`config.mk`:
```
export PLATFORM = sky130hd
export DESIGN_NAME = rx_char_decoder_flat
export DESIGN_NICKNAME = d
export VERILOG_FILES = /design/src/rtl/rx_char_decoder_if.sv /design/src/rtl/rx_char_decoder.sv /design/src/flat_wrapper.sv
export SDC_FILE = /design/constraint.sdc
export NUM_CORES = 1
export LEC_CHECK = 0
export CAP_MARGIN = 20
export CORE_MARGIN = 4
export CORE_UTILIZATION = 45
export CTS_CLUSTER_SIZE = 20
export DETAILED_ROUTE_END_ITERATION = 10
export GPL_TIMING_DRIVEN = 1
export PLACE_DENSITY = 0.77
export SLEW_MARGIN = 30
export SYNTH_ARGS = -nofsm -noshare
export SYNTH_HDL_FRONTEND = slang
export SYNTH_SLANG_ARGS = --single-unit
```
`constraint.sdc`:
```
create_clock -name clk -period 1.96 [get_ports clk]
set_input_delay 0.294 -clock clk [delete_from_list [all_inputs] [get_ports clk]]
set_output_delay 0.294 -clock clk [all_outputs]
set_load 0.01 [all_outputs]
```
`src/rtl/rx_char_decoder_if.sv`:
```
// Bit-stream input and decoded-character output bundle of rx_char_decoder.
// The tick_o/time_o pair exists only when RX_TIMECODE_EN is defined.
interface rx_char_decoder_if;
  logic       rxd;
  logic       rxv;
  logic       gotnull_o;
  logic       nchar;
  logic       lchar;
  logic [7:0] char_o;
  logic       fct_o;
  logic       null_o;
`ifdef RX_TIMECODE_EN
  logic       tick_o;
  logic [7:0] time_o;
`endif
  logic       parity_err_o;
  logic       esc_err_o;

`ifdef RX_TIMECODE_EN
  modport master (
    output rxd, rxv,
    input  gotnull_o, nchar, lchar, char_o, fct_o, null_o,
    input  tick_o, time_o, parity_err_o, esc_err_o
  );
  modport slave (
    input  rxd, rxv,
    output gotnull_o, nchar, lchar, char_o, fct_o, null_o,
    output tick_o, time_o, parity_err_o, esc_err_o
  );
`else
  modport master (
    output rxd, rxv,
    input  gotnull_o, nchar, lchar, char_o, fct_o, null_o,
    input  parity_err_o, esc_err_o
  );
  modport slave (
    input  rxd, rxv,
    output gotnull_o, nchar, lchar, char_o, fct_o, null_o,
    output parity_err_o, esc_err_o
  );
`endif
endinterface

```
`src/rtl/rx_char_decoder.sv`:
```
// Link-layer receive character decoder: NULL acquisition, odd parity check, escape handling.
// Define RX_TIMECODE_EN to decode ESC+data as a time-code (tick_o/time_o) instead of an error.
module rx_char_decoder (
  input  logic             clk,
  input  logic             reset,
  rx_char_decoder_if.slave bus
);

  typedef enum logic [1:0] {
    HUNT = 2'd0,
    PAR  = 2'd1,
    FLAG = 2'd2,
    DATA = 2'd3
  } state_t;

  // Oldest bit first: ESC tail (F,1,1) followed by FCT (P,F,0,0).
  localparam logic [6:0] NULL_PAT = 7'b1110100;
  localparam logic [1:0] CODE_FCT = 2'd0;
  localparam logic [1:0] CODE_EOP = 2'd1;
  localparam logic [1:0] CODE_EEP = 2'd2;
  localparam logic [1:0] CODE_ESC = 2'd3;

  function automatic logic odd_parity_ok(input logic prev, input logic p, input logic f);
    return (prev ^ p ^ f) == 1'b1;
  endfunction

  function automatic logic xor8(input logic [7:0] v);
    return ^v;
  endfunction

  state_t     state_q, state_d;
  logic [5:0] win_q, win_d;
  logic [6:0] shift_q, shift_d;
  logic [3:0] cnt_q, cnt_d;
  logic       par_q, par_d;
  logic       ctrl_q, ctrl_d;
  logic       prev_q, prev_d;
  logic       esc_q, esc_d;
  logic       gotnull_q, gotnull_d;
  logic       nchar_q, nchar_d;
  logic       lchar_q, lchar_d;
  logic [7:0] char_q, char_d;
  logic       fct_q, fct_d;
  logic       null_q, null_d;
  logic       perr_q, perr_d;
  logic       eerr_q, eerr_d;
`ifdef RX_TIMECODE_EN
  logic       tick_q, tick_d;
  logic [7:0] time_q, time_d;
`endif
  logic       lose_s;
  logic [7:0] byte_s;
  logic [1:0] code_s;

  // Payload completed by the bit currently on rxd (LSB arrived first).
  assign byte_s = {bus.rxd, shift_q};
  assign code_s = {bus.rxd, shift_q[6]};

  // State and output registers with synchronous reset.
  always_ff @(posedge clk) begin
    if (reset) begin
      state_q   <= HUNT;
      win_q     <= 6'd0;
      shift_q   <= 7'd0;
      cnt_q     <= 4'd0;
      par_q     <= 1'b0;
      ctrl_q    <= 1'b0;
      prev_q    <= 1'b0;
      esc_q     <= 1'b0;
      gotnull_q <= 1'b0;
      nchar_q   <= 1'b0;
      lchar_q   <= 1'b0;
      char_q    <= 8'h00;
      fct_q     <= 1'b0;
      null_q    <= 1'b0;
      perr_q    <= 1'b0;
      eerr_q    <= 1'b0;
`ifdef RX_TIMECODE_EN
      tick_q    <= 1'b0;
      time_q    <= 8'h00;
`endif
    end else begin
      state_q   <= state_d;
      win_q     <= win_d;
      shift_q   <= shift_d;
      cnt_q     <= cnt_d;
      par_q     <= par_d;
      ctrl_q    <= ctrl_d;
      prev_q    <= prev_d;
      esc_q     <= esc_d;
      gotnull_q <= gotnull_d;
      nchar_q   <= nchar_d;
      lchar_q   <= lchar_d;
      char_q    <= char_d;
      fct_q     <= fct_d;
      null_q    <= null_d;
      perr_q    <= perr_d;
      eerr_q    <= eerr_d;
`ifdef RX_TIMECODE_EN
      tick_q    <= tick_d;
      time_q    <= time_d;
`endif
    end
  end

  // Framing FSM, character dispatch and error recovery.
  always_comb begin
    state_d   = state_q;
    win_d     = win_q;
    shift_d   = shift_q;
    cnt_d     = cnt_q;
    par_d     = par_q;
    ctrl_d    = ctrl_q;
    prev_d    = prev_q;
    esc_d     = esc_q;
    gotnull_d = gotnull_q;
    nchar_d   = 1'b0;
    lchar_d   = 1'b0;
    char_d    = char_q;
    fct_d     = 1'b0;
    null_d    = 1'b0;
    perr_d    = 1'b0;
    eerr_d    = 1'b0;
`ifdef RX_TIMECODE_EN
    tick_d    = 1'b0;
    time_d    = time_q;
`endif
    lose_s    = 1'b0;

    if (bus.rxv) begin
      case (state_q)
        HUNT: begin
          win_d = {win_q[4:0], bus.rxd};
          if ({win_q, bus.rxd} == NULL_PAT) begin
            gotnull_d = 1'b1;
            null_d    = 1'b1;
            prev_d    = 1'b0;
            esc_d     = 1'b0;
            win_d     = 6'd0;
            state_d   = PAR;
          end else begin
            state_d = HUNT;
          end
        end
        PAR: begin
          par_d   = bus.rxd;
          state_d = FLAG;
        end
        FLAG: begin
          ctrl_d = bus.rxd;
          if (!odd_parity_ok(prev_q, par_q, bus.rxd)) begin
            perr_d = 1'b1;
            lose_s = 1'b1;
          end else begin
            cnt_d   = bus.rxd ? 4'd2 : 4'd8;
            state_d = DATA;
          end
        end
        DATA: begin
          shift_d = byte_s[7:1];
          cnt_d   = cnt_q - 4'd1;
          if (cnt_q == 4'd1) begin
            state_d = PAR;
            esc_d   = 1'b0;
            if (ctrl_q) begin
              prev_d = code_s[1] ^ code_s[0];
            end else begin
              prev_d = xor8(byte_s);
            end
            if (!esc_q) begin
              if (!ctrl_q) begin
                nchar_d = 1'b1;
                char_d  = byte_s;
              end else begin
                case (code_s)
                  CODE_FCT: begin
                    lchar_d = 1'b1;
                    fct_d   = 1'b1;
                    char_d  = {6'd0, code_s};
                  end
                  CODE_EOP, CODE_EEP: begin
                    lchar_d = 1'b1;
                    char_d  = {6'd0, code_s};
                  end
                  CODE_ESC: esc_d = 1'b1;
                  default:  esc_d = 1'b0;
                endcase
              end
            end else if (ctrl_q) begin
              if (code_s == CODE_FCT) begin
                null_d = 1'b1;
              end else begin
                eerr_d = 1'b1;
                lose_s = 1'b1;
              end
            end else begin
`ifdef RX_TIMECODE_EN
              tick_d = 1'b1;
              time_d = byte_s;
`else
              eerr_d = 1'b1;
              lose_s = 1'b1;
`endif
            end
          end else begin
            state_d = DATA;
          end
        end
        default: state_d = HUNT;
      endcase
    end else begin
      state_d = state_q;
    end

    // Stale window bits are dropped so that reacquisition needs a complete fresh NULL.
    if (lose_s) begin
      state_d   = HUNT;
      gotnull_d = 1'b0;
      esc_d     = 1'b0;
      win_d     = 6'd0;
    end else begin
      gotnull_d = gotnull_d;
    end
  end

  assign bus.gotnull_o    = gotnull_q;
  assign bus.nchar        = nchar_q;
  assign bus.lchar        = lchar_q;
  assign bus.char_o       = char_q;
  assign bus.fct_o        = fct_q;
  assign bus.null_o       = null_q;
  assign bus.parity_err_o = perr_q;
  assign bus.esc_err_o    = eerr_q;
`ifdef RX_TIMECODE_EN
  assign bus.tick_o       = tick_q;
  assign bus.time_o       = time_q;
`endif

endmodule

```
`src/flat_wrapper.sv`:
```
// flat-port wrapper written by rule: the top's interface ports become plain ports
module rx_char_decoder_flat 
  (clk, reset, bus_rxd, bus_rxv, bus_gotnull_o, bus_nchar, bus_lchar, bus_char_o, bus_fct_o, bus_null_o, bus_parity_err_o, bus_esc_err_o);
  rx_char_decoder_if bus_i ();
  input  logic clk;
  input  logic reset;
  input wire logic [$bits(bus_i.rxd)-1:0] bus_rxd;
  input wire logic [$bits(bus_i.rxv)-1:0] bus_rxv;
  output wire logic [$bits(bus_i.gotnull_o)-1:0] bus_gotnull_o;
  output wire logic [$bits(bus_i.nchar)-1:0] bus_nchar;
  output wire logic [$bits(bus_i.lchar)-1:0] bus_lchar;
  output wire logic [$bits(bus_i.char_o)-1:0] bus_char_o;
  output wire logic [$bits(bus_i.fct_o)-1:0] bus_fct_o;
  output wire logic [$bits(bus_i.null_o)-1:0] bus_null_o;
  output wire logic [$bits(bus_i.parity_err_o)-1:0] bus_parity_err_o;
  output wire logic [$bits(bus_i.esc_err_o)-1:0] bus_esc_err_o;
  assign bus_i.rxd = bus_rxd;
  assign bus_i.rxv = bus_rxv;
  assign bus_gotnull_o = bus_i.gotnull_o;
  assign bus_nchar = bus_i.nchar;
  assign bus_lchar = bus_i.lchar;
  assign bus_char_o = bus_i.char_o;
  assign bus_fct_o = bus_i.fct_o;
  assign bus_null_o = bus_i.null_o;
  assign bus_parity_err_o = bus_i.parity_err_o;
  assign bus_esc_err_o = bus_i.esc_err_o;
  rx_char_decoder u_core (.clk(clk), .reset(reset), .bus(bus_i));
endmodule
```
* Yosys cells after proc, flatten, opt, wreduce, memory -nomap -nowiden
Cells that the tools add are included.
** Word-level totals
- Register bits :: 38
- Input port bits :: 4
- Output and inout port bits :: 15
- Word-level logic and storage cells :: 93
** Cells by class
- Add/subtract/negate cells :: 1
- Eq/ne operators :: 12
- Mux-type cells :: 34
- Bitwise logic cells :: 9
- Reductions and logical operators :: 21
** Operators by type and width (count)
- two-way mux 1 bit :: 21
- two-way mux 8 bit :: 2
- AND reduction 2 bit :: 5
- OR reduction 3 bit :: 3
- equality test 2 bit (second input constant) :: 4
- two-way mux 4 bit :: 2
- one-hot mux 1 bit (2 select lines) :: 4
- one-hot mux 2 bit (4 select lines) :: 1
- one-hot mux 4 bit (2 select lines) :: 1
- parity 8 bit :: 1
- equality test 7 bit (second input constant) :: 1
- two-way mux 6 bit :: 1
- inequality test 2 x 1 -> 1 bit (second input constant) :: 3
- NOT 1 bit :: 6
- AND reduction 3 bit :: 2
- OR reduction 6 bit :: 1
- AND reduction 5 bit :: 1
- OR reduction 5 bit :: 1
- equality test 2 x 1 -> 1 bit (second input constant) :: 2
- equality test 4 x 1 -> 1 bit (second input constant) :: 1
- zero test 2 bit :: 2
- two-way mux 2 bit :: 2
- AND reduction 4 bit :: 1
- nonzero test 2 bit :: 2
- 4 further kinds :: 7

* Longest topological paths before layout
Gate-level depths: netlist of run 1.
- Depth in word-level cells :: 8
- Gate-level depth with buffers :: 7
- Mapped depth without buffers :: 6

* Worst setup path before layout of run 1
No wires, ideal clock.
- Path kind :: register -> register
- Start :: register u_core.cnt_q[0]
- End :: register u_core.char_q[4], in the netlist u_core.bus.char_o[4]
- Library setup time :: 0.071 ns
- Arrival :: 1.551 ns
- Data required time :: 1.889 ns
- Setup slack :: 0.339 ns
- Stages on the path, launching flop included :: 7
- Path buffers :: 1
- Clock period less this slack :: 1.621 ns
- Cells stage by stage :: dfxtp_1 ha_1 nor4b_4 nand4_2 buf_6 or3b_1 a21oi_1
** On the way
- Longest elaborated chain between the ends :: 2
** RTL lines
- start: declaration :: line rx_char_decoder.sv:34 : logic [3:0] cnt_q, cnt_d;
- start signal: assignment :: line rx_char_decoder.sv:86 : cnt_q <= cnt_d;
- equality test 4 x 1 -> 1 bit :: line rx_char_decoder.sv:162 : if (cnt_q == 4'd1) begin
- AND reduction 5 bit (no source line)
- end signal: assignment :: line rx_char_decoder.sv:94 : char_q <= char_d;
- end: declaration :: line rx_char_decoder.sv:42 : logic [7:0] char_q, char_d;
No other way between the ends.
A chain may end at the register's enable or synchronous reset.

* Worst setup path in the final report of run 1
- Start :: register u_core.state_q[0]
- End :: register u_core.esc_q
** On the way
- Longest elaborated chain between the ends :: 4
- Elaborated cells on any way between the ends :: 11
- Those cells by class :: eq/ne (4); mux (3); reduce/logical (4)
** RTL lines
- start: declaration :: line rx_char_decoder.sv:31 : state_t state_q, state_d;
- start signal: assignment :: line rx_char_decoder.sv:83 : state_q <= state_d;
- equality test 2 bit :: line rx_char_decoder.sv:131 : case (state_q)
- one-hot mux 1 bit (2 select lines) :: line rx_char_decoder.sv:131
- two-way mux 1 bit :: line rx_char_decoder.sv:130 : if (bus.rxv) begin
- OR reduction 2 bit (no source line)
- end signal: assignment :: line rx_char_decoder.sv:90 : esc_q <= esc_d;
- end: declaration :: line rx_char_decoder.sv:38 : logic esc_q, esc_d;
Parallel ways exist; a longest one is shown, timed or not.

==> results of run 1 <==
-- cell families after synthesis --
group,Yosys count,share of synthesized area (%)
AOI/OAI and AO/OA,45,15.7
xor gates and xnor gates,5,3.81
adders and majority gates,8,5.34
buffers and inverters,20,5.21
DFF,38,40.6
muxes,8,4.41
and+or+nand+nor,90,24.9
-- worst max-delay path, cell delays in order (launching register included) --
cell and delay, ns:
dfxtp_2 0.36, inv_1 0.07, ha_1 0.34, nor2b_1 0.17, o21ai_0 0.15, or4_1 0.48
a21oi_1 0.18
-- final timing paths --
path | from | end | slack, ns | cells after the start
setup / recovery | u_core.state_q[0]$_SDFFE_PP0P_ | u_core.esc_q$_SDFFE_PP0P_ | 0.12 | 6
setup reg to reg | u_core.state_q[0]$_SDFFE_PP0P_ | u_core.esc_q$_SDFFE_PP0P_ | 0.12 | 6
hold / removal | u_core.bus.char_o[2]$_SDFFE_PP0P_ | u_core.bus.char_o[2]$_SDFFE_PP0P_ | 0.45 | 2
hold reg to reg | u_core.bus.char_o[2]$_SDFFE_PP0P_ | u_core.bus.char_o[2]$_SDFFE_PP0P_ | 0.45 | 2
-- metal layers --
metal  vias up  share of wire, %  global-route usage (%)
met2        28                46                    26.7
met4         0               2.0                    7.17
met5         -                 0                       0
met1       741                48                    21.1
li1        804                 -                       -
met3         7               3.5                    3.46
-- layout make-up --
type	count	area, sq um	area share [%]
Tap cell	50	62.6	2.73
Sequential cell	38	764	33.4
Multi-Input combinational cell	156	1030	44.9
Inverter	8	30.0	1.31
Clock inverter	1	5.00	0.218
Timing Repair Buffer	36	315	13.8
Clock buffer	7	86.3	3.77
-- cells in the mapped netlist, types with 2 or more instances --
cell       count  area (sq um)
ha_1           8           100
mux2i_1        6          60.1
or3b_1         2          17.5
nor2_1        23          86.3
nand3_1       12          60.1
inv_1          8          30.0
nor2b_1        4          25.0
clkbuf_1       8          30.0
nor4b_1        2          17.5
a21oi_1       22           110
o21ai_0        7          35.0
xnor2_1        2          17.5
xnor3_1        2          45.0
nor3b_1        2          15.0
nand2_1       31           116
nor3_1         2          10.0
or3b_2         2          17.5
mux2_2         2          22.5
a2bb2oi_1      4          35.0
dfxtp_1       38           761
-- per-stage QoR --
stage	cell area (sq um)	setup slack (ns)	instances	util [%]	TNS, ns
final	2290	0.117	296	57.3	0
after global routing	2290	0.0188	296	57.3	0
after CTS	2270	0.0260	296	56.9	0
after detailed placement	2180	-0.150	288	54.6	-1.07
after global placement	2180	-0.107	288	54.6	-0.603
after floorplan	1870	0.339	214	-	0
-- state kept, by name, indices dropped and copies added, names as in the netlist --
signal and flops:
u_core.bus.char_o 8, u_core.shift_q 7, u_core.win_q 6, u_core.cnt_q 4, u_core.state_q 2, u_core.bus.esc_err_o 1, u_core.bus.fct_o 1, u_core.bus.gotnull_o 1
u_core.bus.lchar 1, u_core.bus.nchar 1, u_core.bus.null_o 1, u_core.bus.parity_err_o 1, u_core.ctrl_q 1, u_core.esc_q 1, u_core.par_q 1, u_core.prev_q 1
-- where the power goes --
part | switching, uW | internal, uW | total, uW | leakage (uW)
combinational | 61.3 | 42.9 | 104 | 0.000505
sequential | 5.29 | 777 | 783 | 0.000308
clock | 277 | 284 | 561 | 0.0000482
total | 344 | 1100 | 1450 | 0.000861
==> flow_summary.yaml, run 1 <==
die:
  die_w_um: 72.5
  ios: 19
  die-area_sq_um: 5260
  coreArea_sq_um: 4000
  start_util_pct: 46.8
  die_h_um: 72.5
  placementRows: 23
placement:
  portBuffers: 18
  place_congestion: 0.871
  dpl.hpwl_um: 2800
logic_synthesis:
  ys_ff_latch: 38
  synth_cells: 214
  yosysSeqAreaShare_pct: 40.6
  netlist_area_sq_um: 1870
  syn_nets: 226
  synth_edf_count: 0
  postSynthAreaPerCell_sq_um: 8.75
  synthArstFlopShare_pct: 0
  yosys_warnings: 0
  ys_types: 47
  ys.flop_type: "dfxtp_1"
final_layout:
  layout_commonest_cell: "dfxtp_1"
  final_cell_mix: "dfxtp_1 (35), nand2_1 (31), nor2_1 (23)"
  final_nets: 257
  area_delta_synth_final_pct: 22.4
  fillers: 363
  diodes: 0
  layout-drive-gt1-share_pct: 16.7
cts:
  cts_tree: "built"
  clk_latency_ns: 0.29
  clk_pin_slew_ns: 0.07
  ctsResizeCount: 0
  cts_setup_buffers: 0
  hold_buffers: 0
  clock-sinks: 38
  cts_root_buffer: "clkbuf_8"
  htreeDepth: 2
  cts_made_buffers: 5
  max-clock-path-buffers: 2
timing:
  finalCritPeriodShare_pct: 94.0
  finalHoldViolations: 0
  tightest_slew_ns: 0.490
  setup_viol: 0
  slew-limit-headroom_pct: 67.0
  hold-worst-slack_ns: 0.451
  min_period_ns: 1.84
  slew_violations: 0
  grt_setup_unrepaired: "no"
  skew_ns: 0.00649
  max_freq_mhz: 543
drt:
  routed_wl_um: 3930
  num_vias: 1580
  first_iter_violations: 181
  ant_nets: 0
  firstDrtPassIters: 4
  vias_per_cell: 5.34
  drc: 0
  wire_per_inst_um: 13.3
setup_path:
  crit_type: "register to register"
  path_max_fanout: 4
  start_kind: "register"
  endpoint_kind: "register"
  cp.arrival_ns: 2.06
  cp.required_ns: 2.17
global_route:
  grt_start_max_net_pins: 25
  grt_pass1_wl_um: 6810
  overflow: 0
  track_usage_pct: 16.5
  grt_pass1_vias: 1500
  antenna_found_initial: 0
power:
  power.total_uw: 1450
  vdd_drop_max_v: 0.000235
  power_density_nw_per_um2: 632
  p_leak_uw: 0.000861
status:
  outcome: "finished, final reports clean"
worst_hold_path:
  min_path_type: "register to register"
flow_run:
  drv_cap: 0
(Power assumes the default switching activity.)
==> inputs of run 2 (changes only) <==
- RECOVER_POWER: default -> 25
==> run 2 against run 1 <==
Worst hold slack worse by 0.0034 ns. Die area unchanged. Clock skew about the same. Wire length about the same.
==> flow_summary.yaml, run 2 (synthesis gave the netlist of run 1 again) <==
worst_hold_path:
  hold_depth: 2
  min_path_type: "register to register"
final_layout:
  final_nets: 257
  largest_register_ffs: 8
  layout_commonest_cell: "dfxtp_1"
  design_area_sq_um: 2290
  area_delta_synth_final_pct: 22.2
  final_cell_mix: "dfxtp_1 (35), nand2_1 (31), nor2_1 (23)"
  fin_util_pct: 57.2
  layout-drive-gt1-share_pct: 16.3
  diodes: 0
  finalNonFillerCells: 296
drt:
  first_iter_violations: 154
  wire_per_inst_um: 13.3
  dr.max_layer_used: "met4"
  met3_length_um: 153
  wl_met2_um: 1830
  wl_met1_um: 1870
  ant_nets: 0
  vias_per_cell: 5.34
  routed_wl_um: 3940
  num_vias: 1582
  drc: 0
  firstDrtPassIters: 4
die:
  start_util_pct: 46.8
  placementRows: 23
  die_w_um: 72.5
  die_h_um: 72.5
  die-area_sq_um: 5260
  coreArea_sq_um: 4000
  ios: 19
timing:
  finalCritPeriodShare_pct: 94.1
  finalHoldViolations: 0
  tightest_slew_ns: 0.490
  tns_ns: 0
  slew_violations: 0
  grt_setup_unrepaired: "no"
  hold-worst-slack_ns: 0.448
  skew_ns: 0.00660
  min_period_ns: 1.84
  slew-limit-headroom_pct: 67.0
  max_freq_mhz: 542
  setup_viol: 0
placement:
  portBuffers: 18
  place_area_sq_um: 2180
  place_congestion: 0.871
  dpl.hpwl_um: 2800
  dp_cells: 288
cts:
  clk_pin_slew_ns: 0.07
  max-clock-path-buffers: 2
  cts_tree: "built"
  clk_latency_ns: 0.29
  htreeDepth: 2
  cts_root_buffer: "clkbuf_8"
  hold_buffers: 0
  cts_made_buffers: 5
  clock-sinks: 38
global_route:
  antenna_found_initial: 0
  overflow: 0
  grt_pass1_vias: 1500
  track_usage_pct: 16.5
  grt_start_max_net_pins: 25
  grt_pass1_wl_um: 6810
setup_path:
  start_kind: "register"
  path_max_fanout: 4
  rr_worst_depth: 6
  cp.required_ns: 2.17
  endpoint_kind: "register"
  crit_type: "register to register"
  cp.arrival_ns: 2.06
power:
  power_density_nw_per_um2: 632
  vdd_drop_max_v: 0.000235
  p_leak_uw: 0.000887
status:
  outcome: "finished, final reports clean"
flow_run:
  drv_cap: 0
==> run 2: cell count changes in the layout (fill, tap and decap cells not counted) <==
cell             change
clkdlybuf4s50_1      -9
dlygate4sd3_1        +9
clkbuf_1             +1
buf_4                -1
==> run 2: power breakdown <==
| group | leakage [uW] | internal [uW] | switching [uW] |
|---|---|---|---|
| combinational | 0.000531 | 41.6 | 61.5 |
| sequential | 0.000308 | 777 | 5.31 |
| clock | 0.0000482 | 284 | 277 |
| total | 0.000887 | 1100 | 344 |
==> run 2: worst paths after layout <==
kind / from / slack [ns] / endpoint
hold reg to reg: u_core.bus.char_o[2]$_SDFFE_PP0P_ / 0.45 / u_core.bus.char_o[2]$_SDFFE_PP0P_
setup reg to reg: u_core.state_q[0]$_SDFFE_PP0P_ / 0.12 / u_core.esc_q$_SDFFE_PP0P_
hold / removal: u_core.bus.char_o[2]$_SDFFE_PP0P_ / 0.45 / u_core.bus.char_o[2]$_SDFFE_PP0P_
setup / recovery: u_core.state_q[0]$_SDFFE_PP0P_ / 0.12 / u_core.esc_q$_SDFFE_PP0P_
==> run 2: cell type report <==
class | count | area, sq um
repair buffers | 36 | 312
clock inverters | 1 | 5.00
well taps | 50 | 62.6
clock buffers | 7 | 86.3
inverters | 8 | 30.0
multi-input cells | 156 | 1030
flip-flops and latches | 38 | 764
fillers | 364 | 1710
==> run 2: worst max-delay path: stages, from the launching register on <==
cell and delay, ns:
dfxtp_2 0.36, inv_1 0.07, ha_1 0.34, nor2b_1 0.17
o21ai_0 0.15, or4_1 0.48, a21oi_1 0.18
==> run 2: routing by layer <==
metal  global-route usage (%)  vias to the layer above
met1                     21.1                      738
met2                     26.7                       32
li1                         -                      805
met5                        0                        -
met3                     3.46                        7
met4                     7.17                        0
==> run 2: what timing repair did <==
action                     4_1_cts  5_1_grt
hold endpoints to repair         0        0
setup endpoints to repair        0        3
setup buffers                    0        0
resized for setup                0        5
==> run 2: through the flow <==
stage	total power, uW	setup slack [ns]
floorplan	865	0.339
global placement	901	-0.107
detailed placement	903	-0.150
CTS	1460	0.0260
global route	1500	0.0188
finish	1450	0.116
==> inputs of run 3 (changes only) <==
- CORE_UTILIZATION: 45 -> 24
- PLACE_DENSITY: 0.77 -> 0.51
==> run 3 against run 2 <==
Final area is 5.7% higher. Sequential power is essentially flat. Die area up 77%. Clock power increased by 21%. Critical path type is now input port to register. Highest routed layer unchanged.
==> flow_summary.yaml, run 3 (synthesis gave the netlist of run 1 again) <==
setup_path:
  path_max_fanout: 6
  start_kind: "input port"
  path_cells: "clkdlybuf4s50_1 > buf_4 > nand4bb_1 > o21a_1 > or4_1 > a21oi_1"
  critical_path_depth: 6
  cp.arrival_ns: 2.06
  endpoint_kind: "register"
  max_stage_delay_ns: 0.53
  crit_type: "input port to register"
  rr_worst_depth: 5
  cp.required_ns: 2.18
  path_delay_family: "buffers and inverters"
  path_buf_inv: 2
  reg2reg_slack_ns: 0.14
  slowest_stage: "clkdlybuf4s50_1"
drt:
  firstDrtPassIters: 4
  routed_wl_um: 4230
  num_vias: 1590
  first_iter_violations: 101
  ant_nets: 0
  wire_per_inst_um: 12.1
  drc: 0
  vias_per_cell: 4.53
cts:
  cts_tree: "built"
  max-clock-path-buffers: 2
  clk_pin_slew_ns: 0.07
  clock-sinks: 38
  htreeDepth: 2
  cts_root_buffer: "clkbuf_8"
  clk_latency_ns: 0.28
  cts_setup_buffers: 0
  cts_made_buffers: 5
placement:
  place_congestion: 0.773
  dp_cells: 344
  portBuffers: 18
  dpl.hpwl_um: 3240
global_route:
  grt_pass1_vias: 1539
  grt_start_max_net_pins: 16
  grt_pass1_wl_um: 7180
  track_usage_pct: 9.96
  antenna_found_initial: 0
  overflow: 0
die:
  die_h_um: 96.3
  ios: 19
  die_w_um: 96.3
  coreArea_sq_um: 7410
  placementRows: 31
  die-area_sq_um: 9280
  start_util_pct: 25.3
final_layout:
  fillers: 764
  largest_register_ffs: 8
  final_nets: 264
  layout_commonest_cell: "dfxtp_1"
  diodes: 0
  area_delta_synth_final_pct: 29.2
  layout-drive-gt1-share_pct: 17.9
  final_cell_mix: "dfxtp_1 (38), nand2_1 (31), buf_4 (25)"
  fin_util_pct: 32.7
  finalNonFillerCells: 351
flow_run:
  drv_cap: 0
power:
  p_leak_uw: 0.000931
  power.total_uw: 1570
  vdd_drop_max_v: 0.000278
  switchingPower_uw: 339
  share_comb_of_total_power_pct: 6.8
  power.internal_uw: 1230
  power_density_nw_per_um2: 648
  p_sw_share_pct: 21.6
  pwr-share-clk_pct: 43.3
  p_seq_share_pct: 49.9
status:
  outcome: "finished, final reports clean"
timing:
  skew_ns: 0.00419
  grt_setup_unrepaired: "no"
  slew_violations: 0
  max_freq_mhz: 541
  setup_viol: 0
  finalHoldViolations: 0
  slew-limit-headroom_pct: 66.0
  finalCritPeriodShare_pct: 94.2
  min_period_ns: 1.85
  tightest_slew_ns: 0.505
worst_hold_path:
  hold_depth: 2
  min_path_type: "register to register"
==> run 3: worst min-delay path, delay by kind of cell (launching register included) <==
kind,cells,cell delay (ns)
DFF,1,0.31
AOI/OAI and AO/OA,1,0.05
and+or+nand+nor,1,0.05
==> run 3: final cells by class <==
type | instances | area [sq um] | area share, %
inverter | 8 | 30.0 | 1.24
sequential | 38 | 761 | 31.4
multi-input combinational | 156 | 1020 | 42.3
timing repair buffer | 43 | 368 | 15.2
clock inverter | 1 | 30.0 | 1.24
tap | 99 | 124 | 5.12
clock buffer | 6 | 82.6 | 3.41
==> run 3: metal layers <==
metal / track usage [%] / share of wire, % / wire (um) / vias to the layer above
li1: - / - / - / 822
met1: 13.2 / 49 / 2090 / 737
met2: 15.4 / 45 / 1910 / 27
met3: 2.35 / 4.1 / 174 / 4
met4: 4.44 / 1.2 / 51 / 0
met5: 0 / 0 / 0 / -
==> run 3: what timing repair did <==
| item | CTS | global route |
|---|---|---|
| endpoints found under the setup margin | 0 | 3 |
| hold buffers | 0 | 0 |
| gates resized for setup | 0 | 3 |
==> run 3: final timing paths <==
kind	start	end
hold reg to reg	u_core.bus.char_o[3]$_SDFFE_PP0P_	u_core.bus.char_o[3]$_SDFFE_PP0P_
hold / removal	u_core.bus.char_o[3]$_SDFFE_PP0P_	u_core.bus.char_o[3]$_SDFFE_PP0P_
setup reg to reg	u_core.cnt_q[0]$_SDFFE_PP0P_	u_core.bus.char_o[2]$_SDFFE_PP0P_
setup / recovery	bus_rxd	u_core.esc_q$_SDFFE_PP0P_
==> run 3: power groups by stage <==
stage,clock network (uW),logic [uW],registers (uW)
after floorplan,0,66.5,799
after global placement,0,107,800
after detailed placement,0,108,800
after CTS,710,108,782
after global routing,740,120,783
final,678,107,782
==> run 3: through the flow <==
step	setup WS [ns]	TNS (ns)	hold slack [ns]	area, sq um
6_report	0.113	0	0.448	2420
5_1_grt	0.0102	0	0.468	2420
4_1_cts	0.0855	0	0.457	2410
3_5_place_dp	-0.237	-3.36	0.445	2300
3_3_place_gp	-0.157	-2.39	0.442	2300
2_1_floorplan	0.339	0	0.440	1870
